File: src/rtl/gcd_job_arbiter.sv
// rtl/gcd_job_arbiter.sv - round-robin job arbiter sequencing one shared GCD CPU
// Optional RUN-state watchdog enabled by defining GCD_ARB_TIMEOUT_EN.
module gcd_job_arbiter #(
  parameter int          NREQ         = 4,
  parameter int          RST_CYCLES   = 2,
  parameter int          START_CYCLES = 6,
  parameter logic [31:0] HALT_PC      = 32'h0000_0040,
  parameter int          TIMEOUT      = 1024
) (
  input  logic                 clk,
  input  logic                 rst_n,
  input  logic [NREQ-1:0]      req_valid,
  input  logic [NREQ*32-1:0]   req_a,
  input  logic [NREQ*32-1:0]   req_b,
  output logic [NREQ-1:0]      req_ready,
  output logic [NREQ-1:0]      rsp_valid,
  output logic [31:0]          rsp_result,
  output logic                 rsp_error,
  output logic                 busy,
  output logic                 cpu_rst_n,
  output logic                 cpu_calc_start,
  output logic [31:0]          cpu_gcd_a,
  output logic [31:0]          cpu_gcd_b,
  input  logic [31:0]          cpu_gcd_result,
  input  logic [31:0]          cpu_pc
);

  localparam int PW      = (NREQ > 1) ? $clog2(NREQ) : 1;
  localparam int MAX_RS  = (RST_CYCLES > START_CYCLES) ? RST_CYCLES : START_CYCLES;
  localparam int MAX_ALL = (MAX_RS > TIMEOUT) ? MAX_RS : TIMEOUT;
  localparam int CW      = $clog2(MAX_ALL + 1);

  typedef enum logic [2:0] {IDLE, RSTCPU, START, RUN, DONE} state_t;

  state_t        state;
  logic [PW-1:0] rr_ptr;
  logic [PW-1:0] grant_idx;
  logic [PW-1:0] pick;
  logic [PW:0]   cand;
  logic          any_req;
  logic [CW-1:0] cnt;

`ifdef GCD_ARB_TIMEOUT_EN
  logic err_q;
  assign rsp_error = err_q;
`else
  assign rsp_error = 1'b0;
`endif

  // Descending scan so the candidate closest to rr_ptr is the last one to win.
  always_comb begin
    pick      = rr_ptr;
    any_req   = 1'b0;
    cand      = '0;
    req_ready = '0;
    for (int k = NREQ - 1; k >= 0; k--) begin
      cand = {1'b0, rr_ptr} + (PW+1)'(k);
      if (cand >= (PW+1)'(NREQ)) cand = cand - (PW+1)'(NREQ);
      if (req_valid[cand[PW-1:0]]) begin
        pick    = cand[PW-1:0];
        any_req = 1'b1;
      end
    end
    if (state == IDLE && any_req) req_ready[pick] = 1'b1;
  end

  always_ff @(posedge clk or negedge rst_n) begin
    if (!rst_n) begin
      state          <= IDLE;
      rr_ptr         <= '0;
      grant_idx      <= '0;
      cnt            <= '0;
      rsp_valid      <= '0;
      rsp_result     <= '0;
      busy           <= 1'b0;
      cpu_rst_n      <= 1'b0;
      cpu_calc_start <= 1'b0;
      cpu_gcd_a      <= '0;
      cpu_gcd_b      <= '0;
`ifdef GCD_ARB_TIMEOUT_EN
      err_q          <= 1'b0;
`endif
    end else begin
      rsp_valid <= '0;
      case (state)
        IDLE: begin
          if (any_req) begin
            grant_idx <= pick;
            cpu_gcd_a <= req_a[32*int'(pick) +: 32];
            cpu_gcd_b <= req_b[32*int'(pick) +: 32];
            cnt       <= CW'(RST_CYCLES - 1);
            busy      <= 1'b1;
            state     <= RSTCPU;
          end
        end
        RSTCPU: begin
          if (cnt == '0) begin
            cnt            <= CW'(START_CYCLES - 1);
            cpu_rst_n      <= 1'b1;
            cpu_calc_start <= 1'b1;
            state          <= START;
          end else begin
            cnt <= cnt - CW'(1);
          end
        end
        START: begin
          if (cnt == '0) begin
            cnt            <= CW'(TIMEOUT - 1);
            cpu_calc_start <= 1'b0;
            state          <= RUN;
          end else begin
            cnt <= cnt - CW'(1);
          end
        end
        RUN: begin
          // The halt address is only trusted once the CPU is free-running.
          if (cpu_pc == HALT_PC) begin
            rsp_result           <= cpu_gcd_result;
            rsp_valid[grant_idx] <= 1'b1;
            cpu_rst_n            <= 1'b0;
            state                <= DONE;
`ifdef GCD_ARB_TIMEOUT_EN
            err_q                <= 1'b0;
          end else if (cnt == '0) begin
            rsp_result           <= '0;
            rsp_valid[grant_idx] <= 1'b1;
            cpu_rst_n            <= 1'b0;
            err_q                <= 1'b1;
            state                <= DONE;
          end else begin
            cnt <= cnt - CW'(1);
`endif
          end
        end
        DONE: begin
          rr_ptr <= (grant_idx == PW'(NREQ - 1)) ? '0 : grant_idx + PW'(1);
          busy   <= 1'b0;
          state  <= IDLE;
`ifdef GCD_ARB_TIMEOUT_EN
          err_q  <= 1'b0;
`endif
        end
        default: state <= IDLE;
      endcase
    end
  end

endmodule

File: config.mk
export PLATFORM = sky130hd
export DESIGN_NAME = gcd_job_arbiter
export DESIGN_NICKNAME = d
export VERILOG_FILES = /design/src/rtl/gcd_job_arbiter.sv
export SDC_FILE = /design/constraint.sdc
export NUM_CORES = 1
export LEC_CHECK = 0
export CELL_PAD_IN_SITES_DETAIL_PLACEMENT = 1
export CELL_PAD_IN_SITES_GLOBAL_PLACEMENT = 1
export CORE_ASPECT_RATIO = 0.5
export CORE_MARGIN = 4
export CORE_UTILIZATION = 30
export DETAILED_ROUTE_END_ITERATION = 10
export HOLD_SLACK_MARGIN = 0.02
export PLACE_DENSITY = 0.85
export SLEW_MARGIN = 30
export SYNTH_ARGS = -nofsm -noshare
export SYNTH_HDL_FRONTEND = slang
export SYNTH_SLANG_ARGS = --single-unit
File: constraint.sdc
create_clock -name clk -period 3.96 [get_ports clk]
set_input_delay 0.396 -clock clk [delete_from_list [all_inputs] [get_ports clk]]
set_output_delay 0.396 -clock clk [all_outputs]
set_load 0.02 [all_outputs]
==> results.md <==
Cells and area:
- The share of final-layout standard cells stronger than drive strength 1 is 0.126.
- The area growth from synthesis to layout is 73.1%.
- At the end of the flow the core is filled with cells to 0.531.
- The finished cells cover 12200 um2.
- The sequential cells in the finished layout cover a total of 3030 um2.
- In the final layout, the multi-input gates occupy 3700 um2.
- Fill cells in the final layout number 2407.
- At the end of the flow, the number of nets in the layout was 1345.

Detailed routing:
- Dividing the detail-routed via count by the number of cells gives 5.03.
- The first routing iteration left 348 violations.
- The number of antenna-violating nets in the routed design is 0.
- The number of detailed-routing iterations run before antenna repair is 4.
- Wires add up to 30400 um.
- In the routed design, unresolved DRC markers number 0.
- The per-cell routed wire length is 22.8 um.
- The total via count in the routed design is 6704.

Placed design:
- At the end of routability-driven placement, the weighted congestion stood at 0.837.
- Port buffering added 432 buffers.
- The instance area at placement is 11600 um2.
- The placed wire-length estimate after detailed placement is 23600 um.

STA:
- Setup violations remaining at the end of the flow were counted as 0.
- For the pin with the worst max-slew slack, the measured transition is 0.947 ns.
- Static timing analysis puts the maximum clock frequency at 0.315 GHz.
- The final hold violation count is 0.
- Setup repair after global routing left no endpoint under its margin.
- The final-report max-slew violation count came to 0.
- Setup total negative slack on the finished layout was measured at 0 ns.
- The final period utilization is 0.801.
- The shortest clock period the worst path allows after layout is 3.17 ns.
- The max-slew headroom at the worst pin is 0.368.
- The maximum clock skew at final layout is 0.0115 ns.

Global routing:
- The via count of the first global-routing pass is 7474.
- In the global route stage, overall resource usage came out at 0.220.
- The total overflow left after global routing is 0.
- Entering global routing, the biggest net connects 101 pins.
- The number of antenna violations at the first check in global routing was 1.
- The first global-routing pass estimated 43900 um of wire.

Power:
- The register share of total power is 0.351.
- In this run the power spent charging and discharging nets is 0.00108 W.
- The proportion of total power due to net switching is 0.276.
- The share of total power dissipated in the clock network is 0.400.
- The share of total power dissipated in combinational logic is 0.249.
- Across the VDD grid, the largest voltage drop is 0.000191 V.
- The power per cell area is 321 nW/um2.
- Cell internal power was estimated by the tool at 0.00283 W.
- Summed over all cells, the static leakage comes to 5.39 nW.

Yosys:
- The synthesized area per cell is 11.7 um2.
- The share of the synthesized area in the top cell type is 0.430.
- The cell accounting for the most synthesized area is sky130_fd_sc_hd__dfrtp_1.
- Counting flops with an async set or reset pin after synthesis yields a share of 1.00.
- The number of flops mapped to enable cells by yosys is 0.
- After synthesis, the cell types taking the most area are sky130_fd_sc_hd__dfrtp_1 (43%), sky130_fd_sc_hd__mux2i_1 (18%), sky130_fd_sc_hd__a221oi_2 (13%), sky130_fd_sc_hd__nor2_1 (4.1%), sky130_fd_sc_hd__mux2_2 (3.0%).
- The top flip-flop cell by instance count after synthesis is sky130_fd_sc_hd__dfrtp_1.
- Synthesis produced 600 cells.
- The mapped netlist covers 7030 um2.
- The synthesized design contains 121 register bits.
- The post-synthesis net count is 932.
- For this run, the number of Yosys warnings is 0.
- In this run, distinct cell masters in the synthesized netlist total 47.
- The proportion of synthesized chip area in sequential cells is 0.430.

Outcome:
- The run finished with clean final reports.

Hold path:
- The worst hold-check path type is primary input to async pin.

Clocking:
- The clock tree root driver cell is sky130_fd_sc_hd__clkbuf_16.
- After clock tree synthesis, the clock-pin slew on the worst setup and hold paths is 0.06 ns.
- The clock tree from TritonCTS is built.
- The later pin in the worst-skew pair is clocked with a latency of 0.42 ns.
- The maximum root-to-sink buffer count is 2.
- The level count of the clock H-tree is 4.
- The number of clock buffers inserted by TritonCTS is 17.
- The CTS sink count is 121.
- Post-CTS timing repair inserted 0 buffers for setup.

Setup path:
- The sort of element at the start of the critical path is a primary input.
- Traced cell by cell, the critical path runs through clkdlybuf4s50_1 > nor2b_1 > o21ai_0 > o221ai_4 > nor3_1 > clkdlybuf4s50_1.
- The worst reg-to-reg setup slack is 1.43 ns.
- The critical-path maximum fanout is 11.
- For this run, the slowest stage of the critical path takes 0.69 ns.
- The endpoint required time on the critical path is 3.56 ns.
- The worst setup path is of the primary input to primary output kind.
- The cell type with the highest occurrence count on the critical path is sky130_fd_sc_hd__clkdlybuf4s50_1.
- The launch instance of the worst register-to-register path is cnt[0].
- The endpoint class of the critical path is a primary output.
- In this run the critical register-to-register path is captured at cnt[8].
- For the worst flop-to-flop path, the logic depth is 7.
- The arrival time at the worst endpoint is 2.77 ns.
- The cell type of the slowest stage on the worst timing path is sky130_fd_sc_hd__clkdlybuf4s50_1.

Floorplan:
- The number of ports placed on the die boundary is 434.
- The placeable core area is 22900 um2.
- The total number of placement rows is 39.
- Measured along the x axis, the die boundary spans 225 um.
- The die footprint is 26100 um2.
- The height of the chip is 116 um.
- For this configuration, the core starts out at a cell density of 0.307.

Job:
- The max-capacitance violation count is 0.
## worst max-delay path by stage
| stage | endpoint | start | slack (ns) |
|---|---|---|---|
| after global placement | req_ready[1] | req_valid[3] | 0.90 |
| after CTS | req_ready[1] | req_valid[0] | 0.80 |
| final | req_ready[1] | req_valid[0] | 0.79 |
| after floorplan | req_ready[1] | req_valid[2] | 1.82 |
| after detailed placement | req_ready[1] | req_valid[0] | 0.80 |
| after global routing | req_ready[1] | req_valid[3] | 0.66 |
## power by group through the flow
stage	Clock (W)	Sequential, W	Combinational (W)
after detailed placement	0	0.00139	0.000980
after global placement	0	0.00139	0.000958
after CTS	0.00159	0.00137	0.000988
after floorplan	0	0.00148	0.000279
final	0.00156	0.00137	0.000975
after global routing	0.00166	0.00138	0.00103
## routing by layer
layer | GRT usage | up-vias | part of all wire
met4 | 0.0812 | 0 | 0.028
met2 | 0.423 | 167 | 0.55
met1 | 0.250 | 3398 | 0.38
li1 | - | 3092 | -
met3 | 0.0362 | 47 | 0.037
met5 | 0 | - | 0
## state kept, by name (all words and copies together) (netlist names)
name            cells
grant_idx           2
cpu_gcd_b          32
cpu_rst_n           1
busy                1
cnt                11
state               3
cpu_calc_start      1
cpu_gcd_a          32
rsp_valid           4
rr_ptr              2
rsp_result         32
## logic make-up (layout without fill, tap and decap cells)
group	Yosys count	count (layout)	synth area share
other	1	2	0.000533
DFF	121	121	0.430
AOI/OAI and AO/OA	107	107	0.173
and+or+nand+nor	148	148	0.102
buffers and inverters	56	482	0.0484
muxes	161	161	0.235
adders and majority gates	6	6	0.0107
## layout by cell type, fill, tap and decap left out, types with 2 or more instances in the layout
| master | instances |
|---|---|
| sky130_fd_sc_hd__and2_1 | 5 |
| sky130_fd_sc_hd__a221oi_1 | 5 |
| sky130_fd_sc_hd__buf_4 | 8 |
| sky130_fd_sc_hd__clkbuf_16 | 17 |
| sky130_fd_sc_hd__nand2_1 | 14 |
| sky130_fd_sc_hd__clkinvlp_4 | 6 |
| sky130_fd_sc_hd__nor2b_1 | 5 |
| sky130_fd_sc_hd__and3_1 | 3 |
| sky130_fd_sc_hd__nand3_1 | 5 |
| sky130_fd_sc_hd__a21oi_1 | 10 |
| sky130_fd_sc_hd__or3_1 | 4 |
| sky130_fd_sc_hd__dfrtp_1 | 121 |
| sky130_fd_sc_hd__nand4_1 | 2 |
| sky130_fd_sc_hd__mux2_1 | 14 |
| sky130_fd_sc_hd__a21o_1 | 2 |
| sky130_fd_sc_hd__a221oi_2 | 59 |
| sky130_fd_sc_hd__ha_1 | 6 |
| sky130_fd_sc_hd__nor2_1 | 75 |
| sky130_fd_sc_hd__buf_12 | 3 |
| sky130_fd_sc_hd__nand2b_1 | 6 |
| sky130_fd_sc_hd__clkdlybuf4s50_1 | 431 |
| sky130_fd_sc_hd__nor2_4 | 2 |
| sky130_fd_sc_hd__nor4_1 | 8 |
| sky130_fd_sc_hd__mux2i_1 | 128 |
| sky130_fd_sc_hd__nor3_1 | 9 |
| sky130_fd_sc_hd__o211ai_1 | 2 |
| sky130_fd_sc_hd__o311ai_0 | 2 |
| sky130_fd_sc_hd__nor4b_1 | 2 |
| sky130_fd_sc_hd__nor4_2 | 2 |
| sky130_fd_sc_hd__inv_1 | 7 |
| sky130_fd_sc_hd__mux2_2 | 19 |
| sky130_fd_sc_hd__o21ai_0 | 17 |
| sky130_fd_sc_hd__clkbuf_8 | 5 |
## repair_timing
| item | CTS | global route |
|---|---|---|
| endpoints found under the hold margin | 21 | 0 |
| setup endpoints to repair | 0 | 0 |
| gates resized for setup | 0 | 0 |
| hold buffers | 1 | 0 |
## synthesized netlist by cell type, types with 6 or more instances
cell type / instances
sky130_fd_sc_hd__nand2_1: 14
sky130_fd_sc_hd__buf_4: 12
sky130_fd_sc_hd__buf_6: 8
sky130_fd_sc_hd__mux2_1: 14
sky130_fd_sc_hd__ha_1: 6
sky130_fd_sc_hd__mux2i_1: 128
sky130_fd_sc_hd__o21ai_0: 17
sky130_fd_sc_hd__dfrtp_1: 121
sky130_fd_sc_hd__clkbuf_1: 11
sky130_fd_sc_hd__a221oi_2: 59
sky130_fd_sc_hd__nor3_1: 9
sky130_fd_sc_hd__buf_2: 17
sky130_fd_sc_hd__a21oi_1: 10
sky130_fd_sc_hd__nor2_1: 76
sky130_fd_sc_hd__mux2_2: 19
sky130_fd_sc_hd__inv_1: 7
sky130_fd_sc_hd__nand2b_1: 6
sky130_fd_sc_hd__nor4_1: 8
## critical path, delay by kind of cell
family          cells  cell delay, ns
buf+inv             2            1.20
compound gates      2            0.60
simple gates        2            0.57
## area by class of cell
class                   instances  area share
well taps                     307      0.0315
inverters                       7     0.00216
multi-input cells             423       0.304
clock buffers                  23      0.0409
repair buffers                443       0.365
clock inverters                 9     0.00730
flip-flops and latches        121       0.249
diodes                          1    0.000206
## through the flow
stage	setup WS [ns]	total power, W	cells	hold WS [ns]
2_1_floorplan	1.82	0.00176	600	0.100
3_3_place_gp	0.895	0.00234	1300	0.315
3_5_place_dp	0.803	0.00237	1300	0.319
4_1_cts	0.797	0.00395	1333	0.412
5_1_grt	0.664	0.00407	1334	0.449
6_report	0.789	0.00391	1334	0.413
(Power assumes the default switching activity.)
